===== config.mk =====
export PLATFORM = sky130hd
export DESIGN_NAME = mem_port_sched
export DESIGN_NICKNAME = d
export VERILOG_FILES = /design/src/rtl/mem_port_sched.sv
export SDC_FILE = /design/constraint.sdc
export NUM_CORES = 1
export LEC_CHECK = 0
export BUFFER_PORTS_ARGS = -buffer_cell sky130_fd_sc_hd__buf_4
export CORE_MARGIN = 2
export CORE_UTILIZATION = 36
export CTS_CLUSTER_DIAMETER = 50
export CTS_CLUSTER_SIZE = 40
export DETAILED_ROUTE_END_ITERATION = 10
export PLACE_DENSITY_LB_ADDON = 0.05
export SLEW_MARGIN = 20
export SYNTH_ARGS = -nofsm -noshare
export SYNTH_HDL_FRONTEND = slang
export SYNTH_SLANG_ARGS = --single-unit

===== constraint.sdc =====
create_clock -name i_clk -period 4.7 [get_ports i_clk]
set_clock_uncertainty 0.05 [all_clocks]
set_input_delay 0.235 -clock i_clk [delete_from_list [all_inputs] [get_ports i_clk]]
set_output_delay 0.235 -clock i_clk [all_outputs]
set_load 0.02 [all_outputs]

===== src/rtl/mem_port_sched.sv =====
// ---------------------------------------------------------------------------
// mem_port_sched
// Shares one 16-bit single-port data memory between N requesters
// (0 = scalar, 1 = vector load, 2 = vector store). The port is granted
// round-robin and held for a whole burst of 1..16 words. The scheduler
// generates the burst address sequence and write enable, and returns read
// data qualified by a valid strobe.
//
// Ports:
//   i_clk, i_rst_n     clock, asynchronous active-low reset
//   i_req[N]           request level per requester, held until its o_done
//   i_req_wr[N]        1 = write burst, 0 = read burst (sampled at grant)
//   i_req_addr[16*N]   burst base address per requester (sampled at grant)
//   i_req_len[4*N]     burst length, 0 = 16 words (sampled at grant)
//   i_req_wdata[16*N]  write data for the current o_beat (used live in XFER)
//   o_grant[N]         one-hot grant, XFER through DONE
//   o_beat[4]          index of the word currently on the memory port
//   o_done[N]          one-cycle completion pulse to the granted requester
//   o_rd_data[16]      read data, zero when o_rd_valid is low
//   o_rd_valid         one pulse per read beat, in address order
//   o_mem_en, o_addr, o_wr, o_data_in   memory port
//   i_data_out[16]     memory read data, RD_LAT cycles after its address
// ---------------------------------------------------------------------------
module mem_port_sched #(
  parameter int N      = 3,
  parameter int RD_LAT = 2
) (
  input  logic              i_clk,
  input  logic              i_rst_n,
  input  logic [N-1:0]      i_req,
  input  logic [N-1:0]      i_req_wr,
  input  logic [16*N-1:0]   i_req_addr,
  input  logic [4*N-1:0]    i_req_len,
  input  logic [16*N-1:0]   i_req_wdata,
  output logic [N-1:0]      o_grant,
  output logic [3:0]        o_beat,
  output logic [N-1:0]      o_done,
  output logic [15:0]       o_rd_data,
  output logic              o_rd_valid,
  output logic              o_mem_en,
  output logic [15:0]       o_addr,
  output logic              o_wr,
  output logic [15:0]       o_data_in,
  input  logic [15:0]       i_data_out
);

  localparam int IW = (N > 1) ? $clog2(N) : 1;

  typedef enum logic [1:0] {
    S_IDLE  = 2'd0,
    S_XFER  = 2'd1,
    S_DRAIN = 2'd2,
    S_DONE  = 2'd3
  } state_t;

  state_t            r_state;
  logic [IW-1:0]     r_id;
  logic [IW-1:0]     r_last;
  logic              r_wr;
  logic [4:0]        r_len;       // 1..16
  logic [RD_LAT-1:0] r_rd_pipe;   // bit 0 is the beat returning this cycle

  logic [IW-1:0]     w_sel;
  logic              w_any;
  logic              w_sel_wr;
  logic [15:0]       w_sel_addr;
  logic [3:0]        w_sel_len;
  logic              w_last_beat;
  logic              w_pipe_rest;
  logic [RD_LAT-1:0] w_pipe_next;

  function automatic logic [N-1:0] onehot(input logic [IW-1:0] idx);
    onehot = N'(1) << idx;
  endfunction

  // Round-robin pick: scanning k = N-1 down to 0 lets the nearest requester
  // after r_last overwrite any farther one.
  always_comb begin
    w_sel = r_last;
    w_any = 1'b0;
    for (int k = N - 1; k >= 0; k--) begin
      w_any = w_any | i_req[(int'(r_last) + 1 + k) % N];
      w_sel = i_req[(int'(r_last) + 1 + k) % N] ? IW'((int'(r_last) + 1 + k) % N) : w_sel;
    end
  end

  assign w_sel_wr    = i_req_wr[w_sel];
  assign w_sel_addr  = i_req_addr[16*int'(w_sel) +: 16];
  assign w_sel_len   = i_req_len[4*int'(w_sel) +: 4];
  assign w_last_beat = ({1'b0, o_beat} == (r_len - 5'd1));
  // Beats still in flight behind the one returning now; zero means the
  // current RdValid (if any) is the last one.
  assign w_pipe_rest = |(r_rd_pipe >> 1);
  assign w_pipe_next = RD_LAT'({o_mem_en & ~o_wr, r_rd_pipe} >> 1);

  assign o_rd_valid = r_rd_pipe[0];
  assign o_rd_data  = r_rd_pipe[0] ? i_data_out : 16'd0;
  // Write data follows the requester's live data for the beat shown on o_beat.
  assign o_data_in  = (o_mem_en & o_wr) ? i_req_wdata[16*int'(r_id) +: 16] : 16'd0;

  // Read-valid shift register: one entry per issued read address.
  always_ff @(posedge i_clk or negedge i_rst_n) begin
    if (!i_rst_n) begin
      r_rd_pipe <= '0;
    end else begin
      r_rd_pipe <= w_pipe_next;
    end
  end

  // Scheduler FSM with registered port and handshake outputs.
  always_ff @(posedge i_clk or negedge i_rst_n) begin
    if (!i_rst_n) begin
      r_state  <= S_IDLE;
      r_id     <= '0;
      r_last   <= IW'(N - 1);
      r_wr     <= 1'b0;
      r_len    <= 5'd0;
      o_grant  <= '0;
      o_done   <= '0;
      o_mem_en <= 1'b0;
      o_wr     <= 1'b0;
      o_addr   <= 16'd0;
      o_beat   <= 4'd0;
    end else begin
      case (r_state)
        S_IDLE: begin
          o_done  <= '0;
          o_grant <= '0;
          if (w_any) begin
            r_id     <= w_sel;
            r_last   <= w_sel;
            r_wr     <= w_sel_wr;
            r_len    <= (w_sel_len == 4'd0) ? 5'd16 : {1'b0, w_sel_len};
            o_grant  <= onehot(w_sel);
            o_mem_en <= 1'b1;
            o_wr     <= w_sel_wr;
            o_addr   <= w_sel_addr;
            o_beat   <= 4'd0;
            r_state  <= S_XFER;
          end else begin
            r_state <= S_IDLE;
          end
        end
        S_XFER: begin
          if (w_last_beat) begin
            o_mem_en <= 1'b0;
            o_wr     <= 1'b0;
            o_addr   <= 16'd0;
            o_beat   <= 4'd0;
            if (r_wr) begin
              o_done  <= onehot(r_id);
              r_state <= S_DONE;
            end else begin
              r_state <= S_DRAIN;
            end
          end else begin
            o_beat <= o_beat + 4'd1;
            o_addr <= o_addr + 16'd1;   // wraps 0xFFFF -> 0x0000
          end
        end
        S_DRAIN: begin
          if (!w_pipe_rest) begin
            o_done  <= onehot(r_id);
            r_state <= S_DONE;
          end else begin
            r_state <= S_DRAIN;
          end
        end
        S_DONE: begin
          o_done  <= '0;
          o_grant <= '0;
          r_state <= S_IDLE;
        end
        default: begin
          o_done   <= '0;
          o_grant  <= '0;
          o_mem_en <= 1'b0;
          o_wr     <= 1'b0;
          r_state  <= S_IDLE;
        end
      endcase
    end
  end

endmodule

==> impl_table.tex, run 1 <==
\begin{tabular}{lr}
\hline
Metric & Value \\
\hline
\multicolumn{2}{l}{\textbf{Floorplan}} \\
\quad Initial Util & 0.374 \\
\quad Width of the die & 102 um \\
\quad I/O Pins & slightly below 200 \\
\quad Placeable core region & roughly 9300 sq um \\
\quad Area of the die & between 10000 and 15000 sq um \\
\quad Height of the die & around 100 um \\
\quad Std cell rows & 35 \\
\multicolumn{2}{l}{\textbf{Job}} \\
\quad Maximum capacitance violations & 0 \\
\multicolumn{2}{l}{\textbf{Clocking}} \\
\quad Sink Count & 41 \\
\quad Number of H-tree levels & 2 \\
\quad Cts bufs inserted & 5 \\
\quad Quantity of gates resized following cts & 0 \\
\quad Maximum number of buffers from clock root to sink & 2 \\
\quad Number of hold buffers added after cts & 1 \\
\quad Clock-pin transition on the worst setup and hold timing paths & about 80 ps \\
\quad CTS root buf & sky130\_fd\_sc\_hd\_\_clkbuf\_8 \\
\quad Clock tree from TritonCTS & done \\
\quad Clock latency on the worst-skew pair & $\sim$290 ps \\
\quad Post CTS Setup Buffer Count & 0 \\
\multicolumn{2}{l}{\textbf{Pwr}} \\
\quad Maximum resistive drop on vdd & roughly 0.18 mV \\
\quad Standby leakage power & between 2 and 2.5 nW \\
\quad Power per Cell Area & $\sim$230 nW/um\^{}2 \\
\multicolumn{2}{l}{\textbf{Global routing}} \\
\quad Number of global-route vias before repair & between 3000 and 4000 \\
\quad Largest net degree at the start of global routing & between 40 and 50 \\
\quad Overall global routing resource usage & 0.211 \\
\quad Global-route wire length before repair & 17600 um \\
\quad Overflow left after global routing & 0 \\
\quad Initial antenna violation count & 0 \\
\multicolumn{2}{l}{\textbf{Synthesis}} \\
\quad Count of flip-flops with a built-in enable after synthesis & 0 \\
\quad Post-synth top flop & sky130\_fd\_sc\_hd\_\_dfrtp\_1 \\
\quad Top cells by area, synth & sky130\_fd\_sc\_hd\_\_dfrtp\_1, sky130\_fd\_sc\_hd\_\_mux2i\_1, sky130\_fd\_sc\_hd\_\_nor2\_1 \\
\quad Share of Yosys cell area claimed by the top area cell type & 0.288 \\
\quad Share of the yosys chip area belonging to registers & 0.296 \\
\quad Mapped Cells & between 400 and 500 \\
\quad Mean cell area of the mapped netlist & between 8 and 9 sq um \\
\quad Synth Net Count & around 550 \\
\quad Distinct cells, synth & 64 \\
\quad Count of yosys warnings during synthesis & 0 \\
\quad Fraction of registers with async set/reset & 1.00 \\
\quad Synth area leader & sky130\_fd\_sc\_hd\_\_dfrtp\_1 \\
\quad Register bit count reported by yosys & 41 \\
\quad Netlist area before placement & about 3500 sq um \\
\multicolumn{2}{l}{\textbf{Cells and area}} \\
\quad Share of cells above drive strength 1 & 0.388 \\
\quad Synthesis-to-finish area growth & 45.4\% \\
\quad Final antenna diode count & 0 \\
\quad Storage element area & 1030 sq um \\
\quad Fillers & between 900 and 1000 \\
\quad Number of nets in the layout & around 730 \\
\quad Area used by multi-input combinational logic & 2260 sq um \\
\multicolumn{2}{l}{\textbf{Timing}} \\
\quad Worst max-slew margin expressed relative to the limit & 0.306 \\
\quad Final period demand of the worst path & roughly 3700 ps \\
\quad Setup repair after global routing missed its margin & no \\
\quad Setup violators final & 0 \\
\quad Final number of max-transition violations & 0 \\
\quad Highest Clock Rate & about 270 MHz \\
\quad Setup total negative slack & 0 ps \\
\quad Worst-margin pin slew & between 1000 and 1500 ps \\
\quad Portion of the clock cycle consumed by the worst path in the final layout & 0.794 \\
\quad Count of endpoints failing hold in the final timing report & 0 \\
\quad Fin worst setup slack & a little under 1000 ps \\
\multicolumn{2}{l}{\textbf{Setup path}} \\
\quad Crit Path Class & flip-flop to flip-flop \\
\quad Crit end category & flip-flop \\
\quad Worst-path maximum fanout & 24 \\
\quad CP required & 4830 ps \\
\quad Crit path DAT & around 3900 ps \\
\quad Critical Path Start Type & flip-flop \\
\multicolumn{2}{l}{\textbf{Drt}} \\
\quad Via count & 3784 \\
\quad Number of antenna-violating nets in the routed design & 0 \\
\quad Vias per std cell & around 5.2 \\
\quad Initial DRC count & about 150 \\
\quad DRT Wirelength & 11400 um \\
\quad Number of iterations in the first detailed-routing pass & 4 \\
\quad Post-DR wirelength/cell & between 15 and 20 um \\
\quad Number of remaining DRC errors & 0 \\
\multicolumn{2}{l}{\textbf{Place}} \\
\quad Count of input and output buffers & 192 \\
\quad Post-place setup slack & about 970 ps \\
\quad HPWL reported at the end of detailed placement & around 8700 um \\
\quad Routability congestion estimate & 0.822 \\
\multicolumn{2}{l}{\textbf{Worst hold path}} \\
\quad Tightest Hold Check Type & input pin to flip-flop \\
\multicolumn{2}{l}{\textbf{Run status}} \\
\quad Outcome & complete, no violations \\
\hline
\end{tabular}
synth_stat cells (6+ instances only):
cell / instances
sky130_fd_sc_hd__nor2_1: 51
sky130_fd_sc_hd__dfrtp_1: 40
sky130_fd_sc_hd__a21oi_1: 33
sky130_fd_sc_hd__mux2i_1: 32
sky130_fd_sc_hd__nand2_1: 32
sky130_fd_sc_hd__o21ai_0: 19
sky130_fd_sc_hd__and2_1: 18
sky130_fd_sc_hd__nor2b_1: 15
sky130_fd_sc_hd__inv_1: 13
sky130_fd_sc_hd__nor3_1: 11
sky130_fd_sc_hd__ha_1: 10
sky130_fd_sc_hd__nand3_1: 10
sky130_fd_sc_hd__clkbuf_1: 9
sky130_fd_sc_hd__mux2_2: 9
sky130_fd_sc_hd__a211o_1: 7
sky130_fd_sc_hd__a21o_1: 6
sky130_fd_sc_hd__a221oi_1: 6
sky130_fd_sc_hd__buf_6: 6
power breakdown:
group	internal [W]	switching, W	leakage (nW)
Combinational	0.000235	0.000211	1.82
Sequential	0.000398	0.0000706	0.499
Clock	0.000103	0.000133	0.0439
Total	0.000736	0.000414	2.36
cells by family after synthesis:
| family | share of synthesized area |
|---|---|
| DFF | 0.296 |
| and+or+nand+nor | 0.230 |
| AOI/OAI and AO/OA | 0.246 |
| xor gates and xnor gates | 0.0126 |
| muxes | 0.125 |
| adders and majority gates | 0.0360 |
| buffers and inverters | 0.0537 |
worst max-delay path, cell delays in order, from the launching register on:
cell and delay [ps]:
sky130_fd_sc_hd__dfrtp_1 800, sky130_fd_sc_hd__inv_1 250, sky130_fd_sc_hd__ha_1 550, sky130_fd_sc_hd__nand3b_1 180
sky130_fd_sc_hd__a21oi_1 180, sky130_fd_sc_hd__nor2_1 90, sky130_fd_sc_hd__a21oi_4 770, sky130_fd_sc_hd__mux2_2 410
sky130_fd_sc_hd__a221oi_1 260, sky130_fd_sc_hd__nor3_1 80
placed cells by master, fill, tap and decap left out, types with 5 or more instances in the layout:
cell type / count
sky130_fd_sc_hd__buf_4: 194
sky130_fd_sc_hd__nor2_1: 50
sky130_fd_sc_hd__dfrtp_1: 40
sky130_fd_sc_hd__a21oi_1: 33
sky130_fd_sc_hd__nand2_1: 32
sky130_fd_sc_hd__mux2i_1: 32
sky130_fd_sc_hd__o21ai_0: 19
sky130_fd_sc_hd__and2_1: 18
sky130_fd_sc_hd__nor2b_1: 15
sky130_fd_sc_hd__inv_1: 13
sky130_fd_sc_hd__nor3_1: 11
sky130_fd_sc_hd__nand3_1: 10
sky130_fd_sc_hd__ha_1: 10
sky130_fd_sc_hd__mux2_2: 9
sky130_fd_sc_hd__a211o_1: 7
sky130_fd_sc_hd__a21o_1: 6
sky130_fd_sc_hd__a221oi_1: 6
sky130_fd_sc_hd__xnor2_1: 5
sky130_fd_sc_hd__nand2b_1: 5
sky130_fd_sc_hd__clkbuf_8: 5
registers in the layout, indices dropped and copies added, names as in the netlist, 2 cells and up:
name / count
o_addr: 16
o_beat: 4
o_done: 3
o_grant: 3
r_id: 2
r_len: 5
r_rd_pipe: 2
r_state: 2
worst paths after layout:
kind / start / end / slack (ps) / cells past startpoint
min in group asynchronous: i_rst_n / r_len[0] / 400 / 2
setup reg to reg: r_id[0] / o_addr[12] / 970 / 9
max in group asynchronous: i_rst_n / r_last[1] / 3820 / 2
setup / recovery: r_id[0] / o_addr[12] / 970 / 9
hold reg to reg: r_rd_pipe[1] / r_rd_pipe[0] / 410 / 0
hold / removal: i_req_addr[42] / o_addr[10] / 90 / 2
through the flow:
stage | power [W] | hold WS [ps] | cells | utilization | instance area, sq um
2_1_floorplan | 0.000682 | -111 | 412 | - | 3470
3_3_place_gp | 0.000914 | 215 | 713 | 0.534 | 4950
3_5_place_dp | 0.000918 | 210 | 713 | 0.534 | 4950
4_1_cts | 0.00116 | 85.8 | 722 | 0.544 | 5050
5_1_grt | 0.00121 | 93.5 | 722 | 0.544 | 5050
6_report | 0.00115 | 92.7 | 722 | 0.544 | 5050
metal layers:
layer  up-vias  track usage  routed length [um]
met4         0       0.0369                  82
met2       130        0.380                5780
met3         7       0.0335                 728
met1      1792        0.270                4790
met5         -            0                   0
li1       1855            -                   -
cell type report:
type,instances,share of cell area
Sequential cell,41,0.203
Clock inverter,3,0.00347
Tap cell,129,0.0319
Timing Repair Buffer,195,0.290
Multi-Input combinational cell,336,0.448
Clock buffer,5,0.0136
Inverter,13,0.00966
No activity file was read; power rests on OpenSTA's default activity.
==> inputs of run 2 (changes only) <==
- clock period: 4.7 -> 3.24 ns (I/O delays scaled with it)
==> impl_table.tex, run 2 (same netlist as run 1, synthesis figures left out) <==
\begin{tabular}{lr}
\hline
Metric & Value \\
\hline
\multicolumn{2}{l}{\textbf{Timing}} \\
\quad Setup violators final & 0 (unchanged) \\
\quad Worst max-slew margin expressed relative to the limit & 0.543 (+0.237) \\
\quad Setup total negative slack & 0 ps (unchanged) \\
\quad Portion of the clock cycle consumed by the worst path in the final layout & 0.932 (+0.137) \\
\quad Highest Clock Rate & 331 MHz (+24\%) \\
\quad Final number of max-transition violations & 0 (unchanged) \\
\quad Final period demand of the worst path & 3020 ps (-715 ps) \\
\quad Worst-margin pin slew & 685 ps (-356 ps) \\
\quad Count of endpoints failing hold in the final timing report & 0 (unchanged) \\
\quad Setup repair after global routing missed its margin & no \\
\quad Worst hold-check slack & 9.73 ps (-82.9 ps) \\
\multicolumn{2}{l}{\textbf{Job}} \\
\quad Maximum capacitance violations & 0 (unchanged) \\
\multicolumn{2}{l}{\textbf{Place}} \\
\quad Routability congestion estimate & 0.843 (+2.5\%) \\
\quad HPWL reported at the end of detailed placement & 8890 um (+2.0\%) \\
\quad Count of input and output buffers & 192 (unchanged) \\
\multicolumn{2}{l}{\textbf{Global routing}} \\
\quad Largest net degree at the start of global routing & 42 (unchanged) \\
\quad Overflow left after global routing & 0 (unchanged) \\
\quad Number of global-route vias before repair & 3500 (-1.6\%) \\
\quad Global-route wire length before repair & 17500 um (-0.36\%) \\
\quad Initial antenna violation count & 0 (unchanged) \\
\quad Overall global routing resource usage & 0.211 (+0.000648) \\
\multicolumn{2}{l}{\textbf{Floorplan}} \\
\quad Initial Util & 0.374 (unchanged) \\
\quad I/O Pins & 193 (unchanged) \\
\quad Height of the die & 102 um (unchanged) \\
\quad Placeable core region & 9280 sq um (unchanged) \\
\quad Width of the die & 102 um (unchanged) \\
\quad Area of the die & 10500 sq um (unchanged) \\
\quad Std cell rows & 35 (unchanged) \\
\multicolumn{2}{l}{\textbf{Setup path}} \\
\quad Critical Path Start Type & flip-flop \\
\quad Crit path DAT & 3170 ps (-700 ps) \\
\quad CP required & 3390 ps (-1440 ps) \\
\quad Crit Path Class & flip-flop to flip-flop \\
\quad Crit end category & flip-flop \\
\quad Worst-path maximum fanout & 14 (-42\%) \\
\multicolumn{2}{l}{\textbf{Drt}} \\
\quad Initial DRC count & 132 (-13\%) \\
\quad Number of remaining DRC errors & 0 (unchanged) \\
\quad Number of antenna-violating nets in the routed design & 0 (unchanged) \\
\quad Via count & 3768 (-0.42\%) \\
\quad Post-DR wirelength/cell & 15.7 um (-0.41\%) \\
\quad Number of iterations in the first detailed-routing pass & 4 (unchanged) \\
\quad DRT Wirelength & 11400 um (+0.55\%) \\
\quad Vias per std cell & 5.17 (-1.4\%) \\
\multicolumn{2}{l}{\textbf{Cells and area}} \\
\quad Number of flip-flops in the largest register & 16 (unchanged) \\
\quad Largest registers & o\_addr x16, r\_len x5, o\_beat x4 \\
\quad Most used cells in the layout excluding fill and tap cells & sky130\_fd\_sc\_hd\_\_buf\_4, sky130\_fd\_sc\_hd\_\_nor2\_1, sky130\_fd\_sc\_hd\_\_dfrtp\_1 \\
\quad Synthesis-to-finish area growth & 48.8\% \\
\quad Number of nets in the layout & 741 (+0.95\%) \\
\quad Final antenna diode count & 0 (unchanged) \\
\quad Register with the most flip-flops & o\_addr \\
\quad Most frequent standard cell in the layout excluding fill and tap cells & sky130\_fd\_sc\_hd\_\_buf\_4 \\
\quad Share of cells above drive strength 1 & 0.397 (+0.00881) \\
\multicolumn{2}{l}{\textbf{Run status}} \\
\quad Outcome & complete, no violations \\
\multicolumn{2}{l}{\textbf{Clocking}} \\
\quad Clock-pin transition on the worst setup and hold timing paths & 80 ps (about the same) \\
\quad Sink Count & 41 (unchanged) \\
\quad Clock tree from TritonCTS & done \\
\quad Clock latency on the worst-skew pair & 310 ps (+20 ps) \\
\quad Number of H-tree levels & 2 (unchanged) \\
\quad Cts bufs inserted & 5 (unchanged) \\
\quad CTS root buf & sky130\_fd\_sc\_hd\_\_clkbuf\_8 \\
\quad Maximum number of buffers from clock root to sink & 2 (unchanged) \\
\multicolumn{2}{l}{\textbf{Worst hold path}} \\
\quad Tightest Hold Check Type & input pin to flip-flop \\
\multicolumn{2}{l}{\textbf{Pwr}} \\
\quad Standby leakage power & 2.42 nW (+2.6\%) \\
\quad Maximum resistive drop on vdd & 0.281 mV (+55\%) \\
\quad Power per Cell Area & 354 nW/um\^{}2 (+56\%) \\
\hline
\end{tabular}
==> run 2: area by class of cell <==
type / instances / area, sq um
inverter: 13 / 48.8
tap: 129 / 161
timing repair buffer: 202 / 1530
fill: 904 / 4120
sequential: 41 / 1030
multi-input combinational: 336 / 2270
clock buffer: 5 / 68.8
clock inverter: 3 / 65.1
==> run 2: metrics by stage <==
stage	instances	setup slack, ps	total power [W]	utilization	area (sq um)
6_report	729	221	0.00183	0.557	5170
5_1_grt	729	32.6	0.00192	0.557	5170
4_1_cts	729	228	0.00184	0.556	5160
3_5_place_dp	720	231	0.00134	0.541	5020
3_3_place_gp	720	326	0.00133	0.541	5020
2_1_floorplan	412	406	0.000990	-	3470
==> run 2: what timing repair did <==
action	4_1_cts	5_1_grt
setup endpoints to repair	0	1
resized for setup	0	1
setup buffers	0	0
hold endpoints to repair	40	0
hold buffers	1	0
==> run 2: worst paths after layout <==
kind,startpoint,end,slack [ps],cells past startpoint
max in group asynchronous,i_rst_n,r_last[1],2440,2
worst max register to register,r_id[0],o_addr[15],220,10
min in group asynchronous,i_rst_n,r_len[1],320,2
worst min register to register,r_rd_pipe[1],r_rd_pipe[0],400,0
worst min-delay path,i_req_addr[40],o_addr[8],10,2
worst max-delay path,r_id[0],o_addr[15],220,10
==> run 2: routing by layer <==
| layer | GRT usage | vias up | wire [um] |
|---|---|---|---|
| li1 | - | 1868 | - |
| met1 | 0.270 | 1763 | 4950 |
| met2 | 0.371 | 129 | 5740 |
| met3 | 0.0349 | 8 | 652 |
| met4 | 0.0533 | 0 | 98 |
| met5 | 0 | - | 0 |
==> run 2: worst max-delay path, cell delays in order (launching register included) <==
cell and delay [ps]:
sky130_fd_sc_hd__dfrtp_1 450, sky130_fd_sc_hd__inv_1 170, sky130_fd_sc_hd__ha_1 370, sky130_fd_sc_hd__mux2i_2 340, sky130_fd_sc_hd__o21ai_2 120, sky130_fd_sc_hd__nand3b_4 180
sky130_fd_sc_hd__a21oi_4 410, sky130_fd_sc_hd__buf_12 220, sky130_fd_sc_hd__mux2i_1 190, sky130_fd_sc_hd__o2bb2ai_1 80, sky130_fd_sc_hd__a221o_1 330
==> run 2: power by group <==
| part | switching, W | internal [W] |
|---|---|---|
| logic | 0.000305 | 0.000345 |
| clock network | 0.000196 | 0.000306 |
| registers | 0.000101 | 0.000578 |
==> inputs of run 3 (changes only) <==
- CELL_PAD_IN_SITES_DETAIL_PLACEMENT: not set -> 1
- CELL_PAD_IN_SITES_GLOBAL_PLACEMENT: not set -> 1
- CORE_UTILIZATION: 36 -> 28
==> impl_table.tex, run 3 (same netlist as run 1, synthesis figures left out) <==
\begin{tabular}{lr}
\hline
Metric & Value \\
\hline
\multicolumn{2}{l}{\textbf{Floorplan}} \\
\quad Height of the die & 115 um (+13\%) \\
\quad Placeable core region & 12100 sq um (+30\%) \\
\quad I/O Pins & 193 (unchanged) \\
\quad Initial Util & 0.288 (-0.0862) \\
\quad Width of the die & 115 um (+13\%) \\
\quad Area of the die & 13300 sq um (+27\%) \\
\quad Std cell rows & 40 (+14\%) \\
\multicolumn{2}{l}{\textbf{Setup path}} \\
\quad Register-to-Register Path Depth & 8 (-2) \\
\quad Critical-path cell list & inv\_1 -> ha\_1 -> nand2\_1 -> a21oi\_1 -> nor4\_4 -> a21o\_2 -> nor3\_1 -> a211o\_1 \\
\quad Worst path buffer plus inverter count & 1 (-1) \\
\quad Delay-heaviest family, CP & simple AND/OR/NAND/NOR gates \\
\quad Crit Path Class & flip-flop to flip-flop \\
\quad Slowest stage cell, crit path & sky130\_fd\_sc\_hd\_\_nor3\_1 \\
\quad Biggest cell delay along the critical path & 680 ps (+230 ps) \\
\quad Worst-path maximum fanout & 11 (-3) \\
\quad Critical path startpoint & r\_id[0] \\
\quad Critical Path Start Type & flip-flop \\
\quad Reg2Reg Launch Point & r\_id[0] \\
\quad CP required & 3410 ps (+20 ps) \\
\quad Crit path DAT & 3130 ps (-40 ps) \\
\quad Crit end category & flip-flop \\
\quad Setup slack on the worst flop-to-flop path & 280 ps (+60 ps) \\
\quad Worst reg2reg endpoint & o\_addr[8] \\
\multicolumn{2}{l}{\textbf{Clocking}} \\
\quad Clock tree from TritonCTS & done \\
\quad Cts bufs inserted & 5 (unchanged) \\
\quad Post CTS Setup Buffer Count & 0 (unchanged) \\
\quad Clock latency on the worst-skew pair & 280 ps (-30 ps) \\
\quad Maximum number of buffers from clock root to sink & 2 (unchanged) \\
\quad Number of H-tree levels & 2 (unchanged) \\
\quad Sink Count & 41 (unchanged) \\
\quad CTS root buf & sky130\_fd\_sc\_hd\_\_clkbuf\_16 \\
\quad Clock-pin transition on the worst setup and hold timing paths & 60 ps (-20 ps) \\
\multicolumn{2}{l}{\textbf{Timing}} \\
\quad Setup violators final & 0 (unchanged) \\
\quad Setup total negative slack & 0 ps (unchanged) \\
\quad Worst hold-check slack & 32.4 ps (+22.6 ps) \\
\quad Count of endpoints failing hold in the final timing report & 0 (unchanged) \\
\quad Highest Clock Rate & 338 MHz (+2.1\%) \\
\quad Setup repair after global routing missed its margin & no \\
\quad Worst-margin pin slew & 795 ps (+109 ps) \\
\quad Worst max-slew margin expressed relative to the limit & 0.466 (-0.0764) \\
\quad Portion of the clock cycle consumed by the worst path in the final layout & 0.912 (-0.0194) \\
\quad Final period demand of the worst path & 2960 ps (-63.0 ps) \\
\quad Final number of max-transition violations & 0 (unchanged) \\
\multicolumn{2}{l}{\textbf{Pwr}} \\
\quad Cell internal power dissipation & 0.00131 W (+6.5\%) \\
\quad Clock share of power & 0.308 (+0.034) \\
\quad Net switching power of the design & 0.000615 W (+2.1\%) \\
\quad Standby leakage power & 2.44 nW (+0.62\%) \\
\quad Share of power burned in registers & 0.354 (-0.017) \\
\quad Power consumption & 0.00192 W (+5.1\%) \\
\quad Power per Cell Area & 366 nW/um\^{}2 (+3.4\%) \\
\quad Maximum resistive drop on vdd & 0.220 mV (-22\%) \\
\quad Fraction of power consumed by combinational cells & 0.339 (-0.016) \\
\quad Switching share of power & 0.320 (-0.00920) \\
\multicolumn{2}{l}{\textbf{Cells and area}} \\
\quad Synthesis-to-finish area growth & 51.2\% \\
\quad Largest registers & o\_addr x16, r\_len x5, o\_beat x4 \\
\quad Most frequent standard cell in the layout excluding fill and tap cells & sky130\_fd\_sc\_hd\_\_buf\_4 \\
\quad Most used cells in the layout excluding fill and tap cells & sky130\_fd\_sc\_hd\_\_buf\_4, sky130\_fd\_sc\_hd\_\_nor2\_1, sky130\_fd\_sc\_hd\_\_dfrtp\_1 \\
\quad Share of cells above drive strength 1 & 0.393 (-0.00333) \\
\quad Final antenna diode count & 0 (unchanged) \\
\quad Number of flip-flops in the largest register & 16 (unchanged) \\
\quad Register with the most flip-flops & o\_addr \\
\quad Post-layout utilization of the core & 0.436 (-0.121) \\
\quad Number of nets in the layout & 741 (unchanged) \\
\multicolumn{2}{l}{\textbf{Drt}} \\
\quad Number of iterations in the first detailed-routing pass & 4 (unchanged) \\
\quad Post-DR wirelength/cell & 16.8 um (+7.3\%) \\
\quad Via count & 3869 (+2.7\%) \\
\quad Vias per std cell & 5.04 (-2.5\%) \\
\quad Number of remaining DRC errors & 0 (unchanged) \\
\quad Number of antenna-violating nets in the routed design & 0 (unchanged) \\
\quad DRT Wirelength & 12900 um (+13\%) \\
\quad Initial DRC count & 142 (+7.6\%) \\
\multicolumn{2}{l}{\textbf{Global routing}} \\
\quad Global-route wire length before repair & 20600 um (+17\%) \\
\quad Overall global routing resource usage & 0.193 (-0.0189) \\
\quad Initial antenna violation count & 0 (unchanged) \\
\quad Overflow left after global routing & 0 (unchanged) \\
\quad Number of global-route vias before repair & 4047 (+16\%) \\
\quad GR met3 Demand/Resource & 0.0438 (+0.00887) \\
\quad Largest net degree at the start of global routing & 42 (unchanged) \\
\quad Met1 routing resource usage after global routing & 0.253 (-0.0179) \\
\quad Highest-utilization routing layer at the global route stage & met2 \\
\quad GR Layer Usage met2 & 0.329 (-0.0424) \\
\multicolumn{2}{l}{\textbf{Worst hold path}} \\
\quad Hold path cells & 2 (unchanged) \\
\quad Startpoint of the most critical hold path & i\_req\_addr[39] \\
\quad Tightest Hold Check Type & input pin to flip-flop \\
\quad Capture endpoint of the worst hold path & o\_addr[7] \\
\multicolumn{2}{l}{\textbf{Place}} \\
\quad Routability congestion estimate & 0.843 (about the same) \\
\quad HPWL reported at the end of detailed placement & 10400 um (+17\%) \\
\quad Count of input and output buffers & 192 (unchanged) \\
\multicolumn{2}{l}{\textbf{Run status}} \\
\quad Outcome & complete, no violations \\
\multicolumn{2}{l}{\textbf{Job}} \\
\quad Maximum capacitance violations & 0 (unchanged) \\
\hline
\end{tabular}
-- run 3: cell types whose count changed in the layout (fill, tap and decap cells not counted) --
cell / previous run / this run
sky130_fd_sc_hd__clkinv_2: 1 / 0
sky130_fd_sc_hd__nor2_1: 49 / 50
sky130_fd_sc_hd__bufinv_16: 2 / 1
sky130_fd_sc_hd__clkbuf_8: 5 / 1
sky130_fd_sc_hd__clkbuf_16: 0 / 5
sky130_fd_sc_hd__nor2_2: 4 / 3
sky130_fd_sc_hd__clkbuf_1: 0 / 1
-- run 3: final cells by class --
cell class                      count  area, sq um
Inverter                           13         48.8
Fill cell                        1455         6810
Clock buffer                        7          143
Sequential cell                    41         1030
Tap cell                          168          210
Clock inverter                      1         30.0
Timing Repair Buffer              202         1530
Multi-Input combinational cell    336         2260
-- run 3: timing repair --
action,in CTS,in global routing
endpoints found under the setup margin,0,2
hold buffers,1,0
endpoints found under the hold margin,40,0
gates resized for setup,0,1
-- run 3: how the worst max path moves through the flow --
stage               cells after the start  slack [ps]    endpoint
detailed placement                      9         280   o_addr[8]
CTS                                     9         260   o_addr[8]
global route                            8         130   o_addr[8]
finish                                  8         280   o_addr[8]
floorplan                              12         410  o_addr[11]
global placement                       10         390  o_addr[13]
-- run 3: power groups by stage --
stage,sequential [W],combinational (W),clock (W)
3_5_place_dp,0.000688,0.000659,0
4_1_cts,0.000680,0.000662,0.000605
2_1_floorplan,0.000740,0.000250,0
5_1_grt,0.000693,0.000709,0.000633
3_3_place_gp,0.000686,0.000645,0
6_report,0.000680,0.000651,0.000592
-- run 3: through the flow --
stage	instances	setup slack [ps]	cell area (sq um)
floorplan	412	406	3470
global placement	759	386	5070
detailed placement	759	278	5070
CTS	768	264	5250
global route	768	130	5250
finish	768	284	5250
-- run 3: metal layers --
layer  wire (um)  up-vias  part of all wire
li1            -     1860                 -
met1        5650     1856              0.44
met2        6110      142              0.47
met4         128        0            0.0099
met3        1040       11             0.081
met5           0        -                 0
